--- src/rtl/ps2_host_tx_if.sv ---
// Byte-request handshake between a command source and the PS/2 host transmitter.
// The master offers tx_data with tx_valid; the slave reports tx_ready and one-cycle done/error pulses.
interface ps2_host_tx_if;
    logic       tx_valid;
    logic [7:0] tx_data;
    logic       tx_ready;
    logic       tx_done;
    logic       tx_error;

    modport master (
        output tx_valid,
        output tx_data,
        input  tx_ready,
        input  tx_done,
        input  tx_error
    );

    modport slave (
        input  tx_valid,
        input  tx_data,
        output tx_ready,
        output tx_done,
        output tx_error
    );
endinterface

--- src/rtl/ps2_host_tx.sv ---
// PS/2 host-to-device byte transmitter: clock inhibit, start, 8 data LSB first, odd parity, stop, device ack.
// Latency: device clock fall -> ps2_data_o in 3 cycles; backpressure: tx_ready low for the whole frame, busy requests dropped.
module ps2_host_tx #(
    parameter int INHIBIT_CYCLES = 1432,
    parameter int TIMEOUT_CYCLES = 214770
) (
    input  logic         clk_sys,
    input  logic         reset,
    ps2_host_tx_if.slave tx_if,
    input  logic         ps2_clk_i,
    input  logic         ps2_data_i,
    output logic         ps2_clk_o,
    output logic         ps2_data_o
);

    localparam int IW = (INHIBIT_CYCLES > 1) ? $clog2(INHIBIT_CYCLES) : 1;
    localparam int TW = (TIMEOUT_CYCLES > 1) ? $clog2(TIMEOUT_CYCLES) : 1;
    localparam logic [IW-1:0] INH_LAST = IW'(INHIBIT_CYCLES - 1);
    localparam logic [TW-1:0] TO_LAST  = TW'(TIMEOUT_CYCLES - 1);

    typedef enum logic [2:0] {
        S_IDLE,
        S_INHIBIT,
        S_REQ,
        S_BITS,
        S_ACK,
        S_WAIT_IDLE
    } state_t;

    state_t        r_state;
    logic [8:0]    r_shift;
    logic [3:0]    r_bit_cnt;
    logic [IW-1:0] r_inh_cnt;
    logic [TW-1:0] r_tout_cnt;
    logic          r_clk_o;
    logic          r_data_o;
    logic          r_ready;
    logic          r_done;
    logic          r_error;

    logic          r_clk_meta;
    logic          r_clk_sync;
    logic          r_clk_prev;
    logic          r_dat_meta;
    logic          r_dat_sync;

    logic          w_fall;
    logic          w_tout_run;
    logic          w_tout_hit;

    // Idle lines are high, so synchroniser reset values of 1 avoid a phantom edge.
    always_ff @(posedge clk_sys or posedge reset) begin
        if (reset) begin
            r_clk_meta <= 1'b1;
            r_clk_sync <= 1'b1;
            r_clk_prev <= 1'b1;
            r_dat_meta <= 1'b1;
            r_dat_sync <= 1'b1;
        end else begin
            r_clk_meta <= ps2_clk_i;
            r_clk_sync <= r_clk_meta;
            r_clk_prev <= r_clk_sync;
            r_dat_meta <= ps2_data_i;
            r_dat_sync <= r_dat_meta;
        end
    end

    assign w_fall     = r_clk_prev & ~r_clk_sync;
    assign w_tout_run = (r_state == S_REQ) || (r_state == S_BITS) ||
                        (r_state == S_ACK) || (r_state == S_WAIT_IDLE);
    assign w_tout_hit = w_tout_run && (r_tout_cnt == TO_LAST);

    always_ff @(posedge clk_sys or posedge reset) begin
        if (reset) begin
            r_state    <= S_IDLE;
            r_shift    <= '0;
            r_bit_cnt  <= '0;
            r_inh_cnt  <= '0;
            r_tout_cnt <= '0;
            r_clk_o    <= 1'b1;
            r_data_o   <= 1'b1;
            r_ready    <= 1'b1;
            r_done     <= 1'b0;
            r_error    <= 1'b0;
        end else begin
            r_done  <= 1'b0;
            r_error <= 1'b0;
            // Timeout wins over any line event seen in the same cycle.
            if (w_tout_hit) begin
                r_state    <= S_IDLE;
                r_clk_o    <= 1'b1;
                r_data_o   <= 1'b1;
                r_ready    <= 1'b1;
                r_error    <= 1'b1;
                r_tout_cnt <= '0;
            end else begin
                if (w_tout_run) begin
                    r_tout_cnt <= r_tout_cnt + TW'(1);
                end
                case (r_state)
                    S_IDLE: begin
                        if (tx_if.tx_valid) begin
                            r_shift   <= {~^tx_if.tx_data, tx_if.tx_data};
                            r_inh_cnt <= '0;
                            r_clk_o   <= 1'b0;
                            r_ready   <= 1'b0;
                            r_state   <= S_INHIBIT;
                        end
                    end
                    S_INHIBIT: begin
                        if (r_inh_cnt == INH_LAST) begin
                            r_clk_o    <= 1'b1;
                            r_data_o   <= 1'b0;
                            r_tout_cnt <= '0;
                            r_state    <= S_REQ;
                        end else begin
                            r_inh_cnt <= r_inh_cnt + IW'(1);
                        end
                    end
                    S_REQ: begin
                        r_bit_cnt <= '0;
                        r_state   <= S_BITS;
                    end
                    S_BITS: begin
                        if (w_fall) begin
                            if (r_bit_cnt == 4'd9) begin
                                r_data_o <= 1'b1;
                                r_state  <= S_ACK;
                            end else begin
                                r_data_o  <= r_shift[0];
                                r_shift   <= {1'b1, r_shift[8:1]};
                                r_bit_cnt <= r_bit_cnt + 4'd1;
                            end
                        end
                    end
                    S_ACK: begin
                        if (w_fall) begin
                            if (!r_dat_sync) begin
                                r_state <= S_WAIT_IDLE;
                            end else begin
                                r_error <= 1'b1;
                                r_ready <= 1'b1;
                                r_state <= S_IDLE;
                            end
                        end
                    end
                    S_WAIT_IDLE: begin
                        if (r_clk_sync && r_dat_sync) begin
                            r_done  <= 1'b1;
                            r_ready <= 1'b1;
                            r_state <= S_IDLE;
                        end
                    end
                    default: begin
                        r_clk_o  <= 1'b1;
                        r_data_o <= 1'b1;
                        r_ready  <= 1'b1;
                        r_state  <= S_IDLE;
                    end
                endcase
            end
        end
    end

    assign ps2_clk_o      = r_clk_o;
    assign ps2_data_o     = r_data_o;
    assign tx_if.tx_ready = r_ready;
    assign tx_if.tx_done  = r_done;
    assign tx_if.tx_error = r_error;

endmodule

--- src/flat_wrapper.sv ---
// flat-port wrapper written by rule: the top's interface ports become plain ports
module ps2_host_tx_flat 
#(
    parameter int INHIBIT_CYCLES = 1432,
    parameter int TIMEOUT_CYCLES = 214770
)
  (clk_sys, reset, ps2_clk_i, ps2_data_i, ps2_clk_o, ps2_data_o, tx_if_tx_valid, tx_if_tx_data, tx_if_tx_ready, tx_if_tx_done, tx_if_tx_error);
  ps2_host_tx_if tx_if_i ();
  input  logic clk_sys;
  input  logic reset;
  input  logic ps2_clk_i;
  input  logic ps2_data_i;
  output logic ps2_clk_o;
  output logic ps2_data_o;
  input wire logic [$bits(tx_if_i.tx_valid)-1:0] tx_if_tx_valid;
  input wire logic [$bits(tx_if_i.tx_data)-1:0] tx_if_tx_data;
  output wire logic [$bits(tx_if_i.tx_ready)-1:0] tx_if_tx_ready;
  output wire logic [$bits(tx_if_i.tx_done)-1:0] tx_if_tx_done;
  output wire logic [$bits(tx_if_i.tx_error)-1:0] tx_if_tx_error;
  assign tx_if_i.tx_valid = tx_if_tx_valid;
  assign tx_if_i.tx_data = tx_if_tx_data;
  assign tx_if_tx_ready = tx_if_i.tx_ready;
  assign tx_if_tx_done = tx_if_i.tx_done;
  assign tx_if_tx_error = tx_if_i.tx_error;
  ps2_host_tx #(.INHIBIT_CYCLES(INHIBIT_CYCLES), .TIMEOUT_CYCLES(TIMEOUT_CYCLES)) u_core (.clk_sys(clk_sys), .reset(reset), .tx_if(tx_if_i), .ps2_clk_i(ps2_clk_i), .ps2_data_i(ps2_data_i), .ps2_clk_o(ps2_clk_o), .ps2_data_o(ps2_data_o));
endmodule
--- config.mk ---
export PLATFORM = sky130hd
export DESIGN_NAME = ps2_host_tx_flat
export DESIGN_NICKNAME = d
export VERILOG_FILES = /design/src/rtl/ps2_host_tx_if.sv /design/src/rtl/ps2_host_tx.sv /design/src/flat_wrapper.sv
export SDC_FILE = /design/constraint.sdc
export NUM_CORES = 1
export LEC_CHECK = 0
export ABC_CLOCK_PERIOD_IN_PS = 2000
export BUFFER_PORTS_ARGS = -buffer_cell sky130_fd_sc_hd__buf_2
export CAP_MARGIN = 20
export CORE_AREA = 3 3 78 80
export CTS_CLUSTER_SIZE = 25
export DETAILED_ROUTE_END_ITERATION = 10
export DIE_AREA = 0 0 81 83
export MAX_ROUTING_LAYER = met4
export PLACE_DENSITY = 0.74
export SYNTH_ARGS = -nofsm -noshare
export SYNTH_HDL_FRONTEND = slang
export SYNTH_SLANG_ARGS = --single-unit
--- constraint.sdc ---
create_clock -name clk_sys -period 2 [get_ports clk_sys]
set_clock_uncertainty 0.1 [all_clocks]
set_input_delay 0.5 -clock clk_sys [delete_from_list [all_inputs] [get_ports clk_sys]]
set_output_delay 0.5 -clock clk_sys [all_outputs]
set_load 0.01 [all_outputs]
==> reports/metrics.cfg, run 1 <==
[drt]
routedWlPerCell_um=14.2
drc=0
via_count=2289
wl_mm=5.81
dr.pass1.iters=5
dr_wl_met2_mm=2.93
drt_iter0_markers=120
route.met3.wl_um=159
topRoutingLayerUsed=met4
via_per_inst=5.58
drtAntennaViolNets=0
wl_met1_mm=2.64

[global_routing]
overflow=0
grt_use_total=0.196
antenna_found_initial=0
grt_max_degree=25
grt_pass1_wl_mm=10.3
grt_pass1_vias=2280

[timing]
slew_headroom=0.679
finalCriticalPeriod_ns=1.90
fmax_mhz=525
fin_crit_sh=0.952
finalMaxSlewViolations=0
setup_ws_ns=0.0965
setup_viol_count_final=0
max_slew.worst_pin.slew_ns=0.480
fin_tns_setup_ns=0
rsz0062_at_grt=true
hold_viol=0

[clock_tree]
cts_sinks=55
htreeDepth=2
clockBufferDepth=2
cts_hold_buf=0
cts_tree=done
path_clk_slew_ns=0.10
clk-insertion-delay-late_ns=0.31
cts-buffers-inserted=5
cts_root_buf=clkbuf_8

[worst_setup_path]
crit_type=flop to flop
start_kind=flop
r2r_cells=6
worstReg2RegEnd=u_core.r_shift[0]$_DFFE_PP0P_
cp.arrival_ns=1.99
required_ns=2.08
endpoint_kind=flop
reg2reg_slack_ns=0.1
critPathLaunch=u_core.r_bit_cnt[1]$_DFFE_PP0P_
critical_path_peak_fanout=5
regToRegStartpoint=u_core.r_bit_cnt[1]$_DFFE_PP0P_

[synth]
yosys_warnings=0
synth_top_cell_by_area=dfrtp_1
syn_nets=313
synth_area_leaders=dfrtp_1, dfstp_2, mux2_2
synth_top_area_frac=0.395
synthFlopType=dfrtp_1
synth_edf_count=0
synth_seq_cells=55
synth.most_common_cell=dfrtp_1
netlist_instances=295
ys_seq_area_frac=0.466
async_flop_share=1.00
synth_top_cells_by_count=dfrtp_1, nor2_1, nand2_1, xnor2_1, mux2_2
avgSynthCellArea_um2=10.1
synth_area_mm2=0.00297
synth_cell_types=50

[placement]
place_area_mm2=0.00334
hpwl_mm=4.21
gp_congestion=0.800
portBuffers=17
dp_slack_ns=-0.0488

[finish]
layout.nets=355
multi_input_area_mm2=0.00157
area_growth_syn_to_layout_pct=17.5
ff_latch_area_mm2=0.00139
finalInstanceArea_mm2=0.00350
drive_gt1_frac=0.290
fillers=461
n_antenna_cell=0

[status]
status=finished, final reports clean

[power_and_ir_drop]
irDropWorstVdd_uv=467
power_density_mw_per_mm2=816
leakagePower_uw=0.00154

[floorplan]
initial_utilization=0.543
die_x_um=81
dieArea_mm2=0.00672
num_rows=27
fp.coreArea_mm2=0.00547
die_h_um=83
io_pins=18

[flow_run]
maxCapViolations=0

[min_path]
hold_class=primary input to asynchronous set/reset pin

-- report_power, final --
group	total [uW]	switching, uW	leakage, uW	internal [uW]
sequential	1620	220	0.000695	1390
clock	588	338	0.0000395	250
combinational	649	300	0.000804	349
total	2850	858	0.00154	1990
-- per-layer routing --
layer,GRT usage,up-vias
met5,-,-
met4,0.0430,0
met3,0.0358,10
met2,0.315,33
met1,0.259,1122
li1,-,1124
-- layout by cell type (no fill, tap or decap), drive strengths merged, types with 4 or more instances in the layout --
cell and count:
and3 4, a21oi 8, o21ai 8, nand2 19, inv 9, buf 46
nand4 11, mux2 18, nor3 11, ha 5, xor2 13, o211ai 6
dfstp 8, nor2 44, and4 5, dfrtp 47, clkbuf 8, nand3 12
xnor2 20
-- registers in the layout, summed over array words and instances, names as in the netlist --
signal                 flops
u_core.tx_if.tx_done       1
u_core.ps2_clk_o           1
u_core.r_shift             9
u_core.r_clk_meta          1
u_core.r_clk_sync          1
u_core.r_tout_cnt         18
u_core.r_inh_cnt          11
u_core.r_bit_cnt           4
u_core.r_clk_prev          1
u_core.tx_if.tx_error      1
u_core.tx_if.tx_ready      1
u_core.r_dat_meta          1
u_core.ps2_data_o          1
u_core.r_state             3
u_core.r_dat_sync          1
-- kinds of logic after synthesis --
logic type,Yosys count,synth area share
XOR/XNOR,33,0.0997
adder cells (fa/ha/maj),5,0.0210
flip-flops,55,0.466
AO/OA/AOI/OAI,36,0.0820
AND/OR/NAND/NOR,124,0.221
buffers and inverters,21,0.0316
multiplexers,21,0.0782
-- stage by stage --
stage | utilization | cells | hold WS [ns] | total power (uW)
after floorplan | - | 295 | 0.245 | 2040
after global placement | 0.610 | 400 | 0.247 | 2230
after detailed placement | 0.610 | 400 | 0.248 | 2270
after CTS | 0.626 | 408 | 0.114 | 2860
after global routing | 0.639 | 410 | 0.141 | 3060
final | 0.639 | 410 | 0.100 | 2850
-- critical path, cell delays in order, from the launching register on --
cell and delay [ns]:
dfrtp_1 0.41, inv_1 0.08, ha_1 0.13, and3b_1 0.19
nand4_1 0.27, o211ai_4 0.23, mux2_2 0.37
-- final cells by class --
type                    count  share of cell area
clock buffers               8              0.0229
repair buffers             46              0.0959
inverters                   9             0.00966
well taps                  72              0.0258
flip-flops and latches     55               0.397
multi-input cells         220               0.449
-- what timing repair did --
action / in CTS / in global routing
resized for setup: 2 / 13
endpoints found under the setup margin: 11 / 20
gates cloned: 0 / 1
buffers inserted: 0 / 1
pin swaps: 0 / 2
-- worst max-delay path by stage --
stage,to,slack [ns]
after global routing,u_core.r_tout_cnt[14]$_DFF_PP0_,-0.02
after detailed placement,u_core.r_shift[0]$_DFFE_PP0P_,-0.05
final,u_core.r_shift[0]$_DFFE_PP0P_,0.1
after CTS,u_core.r_shift[0]$_DFFE_PP0P_,0.01
after global placement,u_core.r_shift[1]$_DFFE_PP0P_,0.02
after floorplan,u_core.r_shift[0]$_DFFE_PP0P_,0.02
(Power assumes the default switching activity.)
==> inputs of run 2 (changes only) <==
--- a/config.mk
+++ b/config.mk
@@ -8,12 +8,12 @@
 export ABC_CLOCK_PERIOD_IN_PS = 2000
 export BUFFER_PORTS_ARGS = -buffer_cell sky130_fd_sc_hd__buf_2
 export CAP_MARGIN = 20
-export CORE_AREA = 3 3 78 80
+export CORE_AREA = 3 3 83 85
 export CTS_CLUSTER_SIZE = 25
 export DETAILED_ROUTE_END_ITERATION = 10
-export DIE_AREA = 0 0 81 83
+export DIE_AREA = 0 0 86 88
 export MAX_ROUTING_LAYER = met4
-export PLACE_DENSITY = 0.74
+export PLACE_DENSITY = 0.67
 export SYNTH_ARGS = -nofsm -noshare
 export SYNTH_HDL_FRONTEND = slang
 export SYNTH_SLANG_ARGS = --single-unit
==> constraint.sdc (replaced) <==
create_clock -name clk_sys -period 2 [get_ports clk_sys]
set_clock_uncertainty 0.1 [all_clocks]
set_input_delay 0.1 -clock clk_sys [delete_from_list [all_inputs] [get_ports clk_sys]]
set_output_delay 0.1 -clock clk_sys [all_outputs]
set_load 0.01 [all_outputs]
==> run 2 against run 1 <==
Compared with the run above: combinational power is 0.9% higher; utilization fell by 6.5 points; register-to-register slack lost 0.04 ns; critical path depth did not move; first-iteration DRC count fell by 15%; sequential power is essentially flat; sequential share of layout area shrank 1.1 points; largest cell class unchanged; clock power is 26% higher; die area increased by 13%; final area rose by 3.0%; sequential cell count unchanged; worst setup slack lost 0.036 ns.
==> reports/metrics.cfg, run 2 (synthesis gave the netlist of run 1 again) <==
[drt]
dr.pass1.iters=5  ; unchanged
via_count=2301  ; +0.52%
routedWlPerCell_um=14.3  ; +0.85%
via_per_inst=5.44  ; -2.6%
drtAntennaViolNets=0  ; unchanged
wl_mm=6.04  ; +4.0%
drc=0  ; unchanged
drt_iter0_markers=102  ; -15%

[timing]
setup_viol_count_final=0  ; unchanged
rsz0062_at_grt=false
fin_hold_ws_ns=0.0737  ; -0.0268 ns
finalMaxSlewViolations=0  ; unchanged
setup_ws_ns=0.0602  ; -0.0363 ns
fin_crit_sh=0.970  ; +0.0182
hold_viol=0  ; unchanged
fin_tns_setup_ns=0  ; unchanged
fmax_mhz=516  ; -1.9%
slew_headroom=0.603  ; -0.0768
finalCriticalPeriod_ns=1.94  ; +0.0363 ns
max_slew.worst_pin.slew_ns=0.595  ; +0.115 ns

[worst_setup_path]
endpoint_kind=flop
crit_slowest_cell=dfrtp_2
worstPathCellList=buf_4, nor3_1, and2_1, buf_4, nor2_1, mux2_2
required_ns=2.10  ; +0.02 ns
crit_path_max_incr_delay_ns=0.45  ; +0.04 ns
crit_type=flop to flop
critical_path_peak_fanout=13  ; +8
cp_common_cell=buf_4
cp.arrival_ns=2.04  ; +0.05 ns
start_kind=flop

[power_and_ir_drop]
p_comb_frac=0.218  ; -0.010
p_clk_frac=0.245  ; +0.039
p_sw_uw=889  ; +3.6%
leakagePower_uw=0.00160  ; +4.4%
irDropWorstVdd_uv=524  ; +12%
netSwitchingFraction=0.295  ; -0.00570
power_density_mw_per_mm2=836  ; +2.5%
share_seq_of_total_power=0.537  ; -0.029
p_int_uw=2120  ; +6.4%

[floorplan]
die_x_um=86  ; +6.2%
num_rows=29  ; +7.4%
die_h_um=88  ; +6.0%
initial_utilization=0.474  ; -0.0696
fp.coreArea_mm2=0.00628  ; +15%
io_pins=18  ; unchanged
dieArea_mm2=0.00757  ; +13%

[placement]
dp_slack_ns=-0.108  ; -0.0594 ns
hpwl_mm=4.33  ; +2.8%
portBuffers=17  ; unchanged
gp_congestion=0.855  ; +6.8%
dp_cells=408  ; +2.0%

[status]
status=finished, final reports clean

[global_routing]
grt_pass1_vias=2321  ; +1.8%
grt_pass1_wl_mm=10.5  ; +1.4%
antenna_found_initial=0  ; unchanged
overflow=0  ; unchanged
grt_max_degree=29  ; +16%
grt_use_total=0.178  ; -0.0183

[clock_tree]
cts_sinks=55  ; unchanged
clockBufferDepth=2  ; unchanged
htreeDepth=2  ; unchanged
cts_tree=done
clk-insertion-delay-late_ns=0.31  ; about the same
cts_root_buf=clkbuf_8
cts-buffers-inserted=5  ; unchanged
path_clk_slew_ns=0.10  ; about the same

[finish]
regMostFlops=u_core.r_tout_cnt
fin_cells=423  ; +3.2%
drive_gt1_frac=0.303  ; +0.0135
layout.nets=363  ; +2.3%
largest_reg_flops=18  ; unchanged
final_common_cell=dfrtp_1
n_antenna_cell=0  ; unchanged
top_regs=u_core.r_tout_cnt (18), u_core.r_inh_cnt (11), u_core.r_shift (9)
fin_util=0.573  ; -0.0653
mostFrequentLayoutCells=dfrtp_1, nor2_1, buf_4, xnor2_1
area_growth_syn_to_layout_pct=21.0

[flow_run]
maxCapViolations=0  ; unchanged

[min_path]
hold_class=primary input to flop

## run 2: cell types whose count changed in the layout (fill, tap and decap cells not counted), moves of 2 or more
cell           change
dlygate4sd3_1      +3
buf_6              -2
nor3_1             +2
nor3_2             -3
buf_4              +7
clkbuf_1           -3
## run 2: final timing paths
path / start / cells after the start / slack (ns) / end
setup reg to reg: u_core.r_state[1]$_DFFE_PP0P_ / 6 / 0.06 / u_core.r_inh_cnt[0]$_DFFE_PP0P_
hold reg to reg: u_core.r_clk_meta$_DFF_PP1_ / 0 / 0.26 / u_core.r_clk_sync$_DFF_PP1_
min in group asynchronous: reset / 3 / 0.30 / u_core.r_bit_cnt[1]$_DFFE_PP0P_
max in group asynchronous: reset / 4 / 0.87 / u_core.ps2_clk_o$_DFFE_PP1P_
setup / recovery: u_core.r_state[1]$_DFFE_PP0P_ / 6 / 0.06 / u_core.r_inh_cnt[0]$_DFFE_PP0P_
hold / removal: tx_if_tx_data[4] / 3 / 0.07 / u_core.r_shift[4]$_DFFE_PP0P_
## run 2: layout make-up
cell class                      count  area (um2)
Fill cell                         559        2680
Multi-Input combinational cell    220        1570
Sequential cell                    55        1390
Timing Repair Buffer               54         395
Tap cell                           77        96.3
Clock buffer                        5        68.8
Clock inverter                      3        43.8
Inverter                            9        33.8
## run 2: routing by layer
metal	share of wire	up-vias	GRT usage
li1	-	1133	-
met1	0.46	1127	0.216
met2	0.50	33	0.302
met3	0.024	8	0.0320
met4	0.013	0	0.0532
met5	0	-	-
## run 2: power by group through the flow
stage	sequential (uW)	combinational, uW	clock, uW
6_report	1620	655	738
5_1_grt	1660	765	805
4_1_cts	1610	651	762
3_5_place_dp	1630	640	0
3_3_place_gp	1610	619	0
2_1_floorplan	1590	448	0
## run 2: worst max-delay path, delay by kind of cell (launching register included)
family,cells,cell delay (ns)
mux,1,0.26
buf+inv,2,0.39
flops,1,0.45
simple gates,3,0.61
## run 2: timing repair
action | CTS | global route
cloned | 0 | 1
buffers inserted | 0 | 3
setup endpoints to repair | 29 | 28
gates resized for setup | 3 | 9
hold endpoints to repair | 22 | 0
pin swaps | 1 | 3
hold buffers | 3 | 0
## run 2: per-stage QoR
step / power [uW] / instance area [um2]
after CTS: 3030 / 3520
after floorplan: 2040 / 2990
final: 3010 / 3600
after global routing: 3230 / 3600
after detailed placement: 2270 / 3370
after global placement: 2230 / 3370
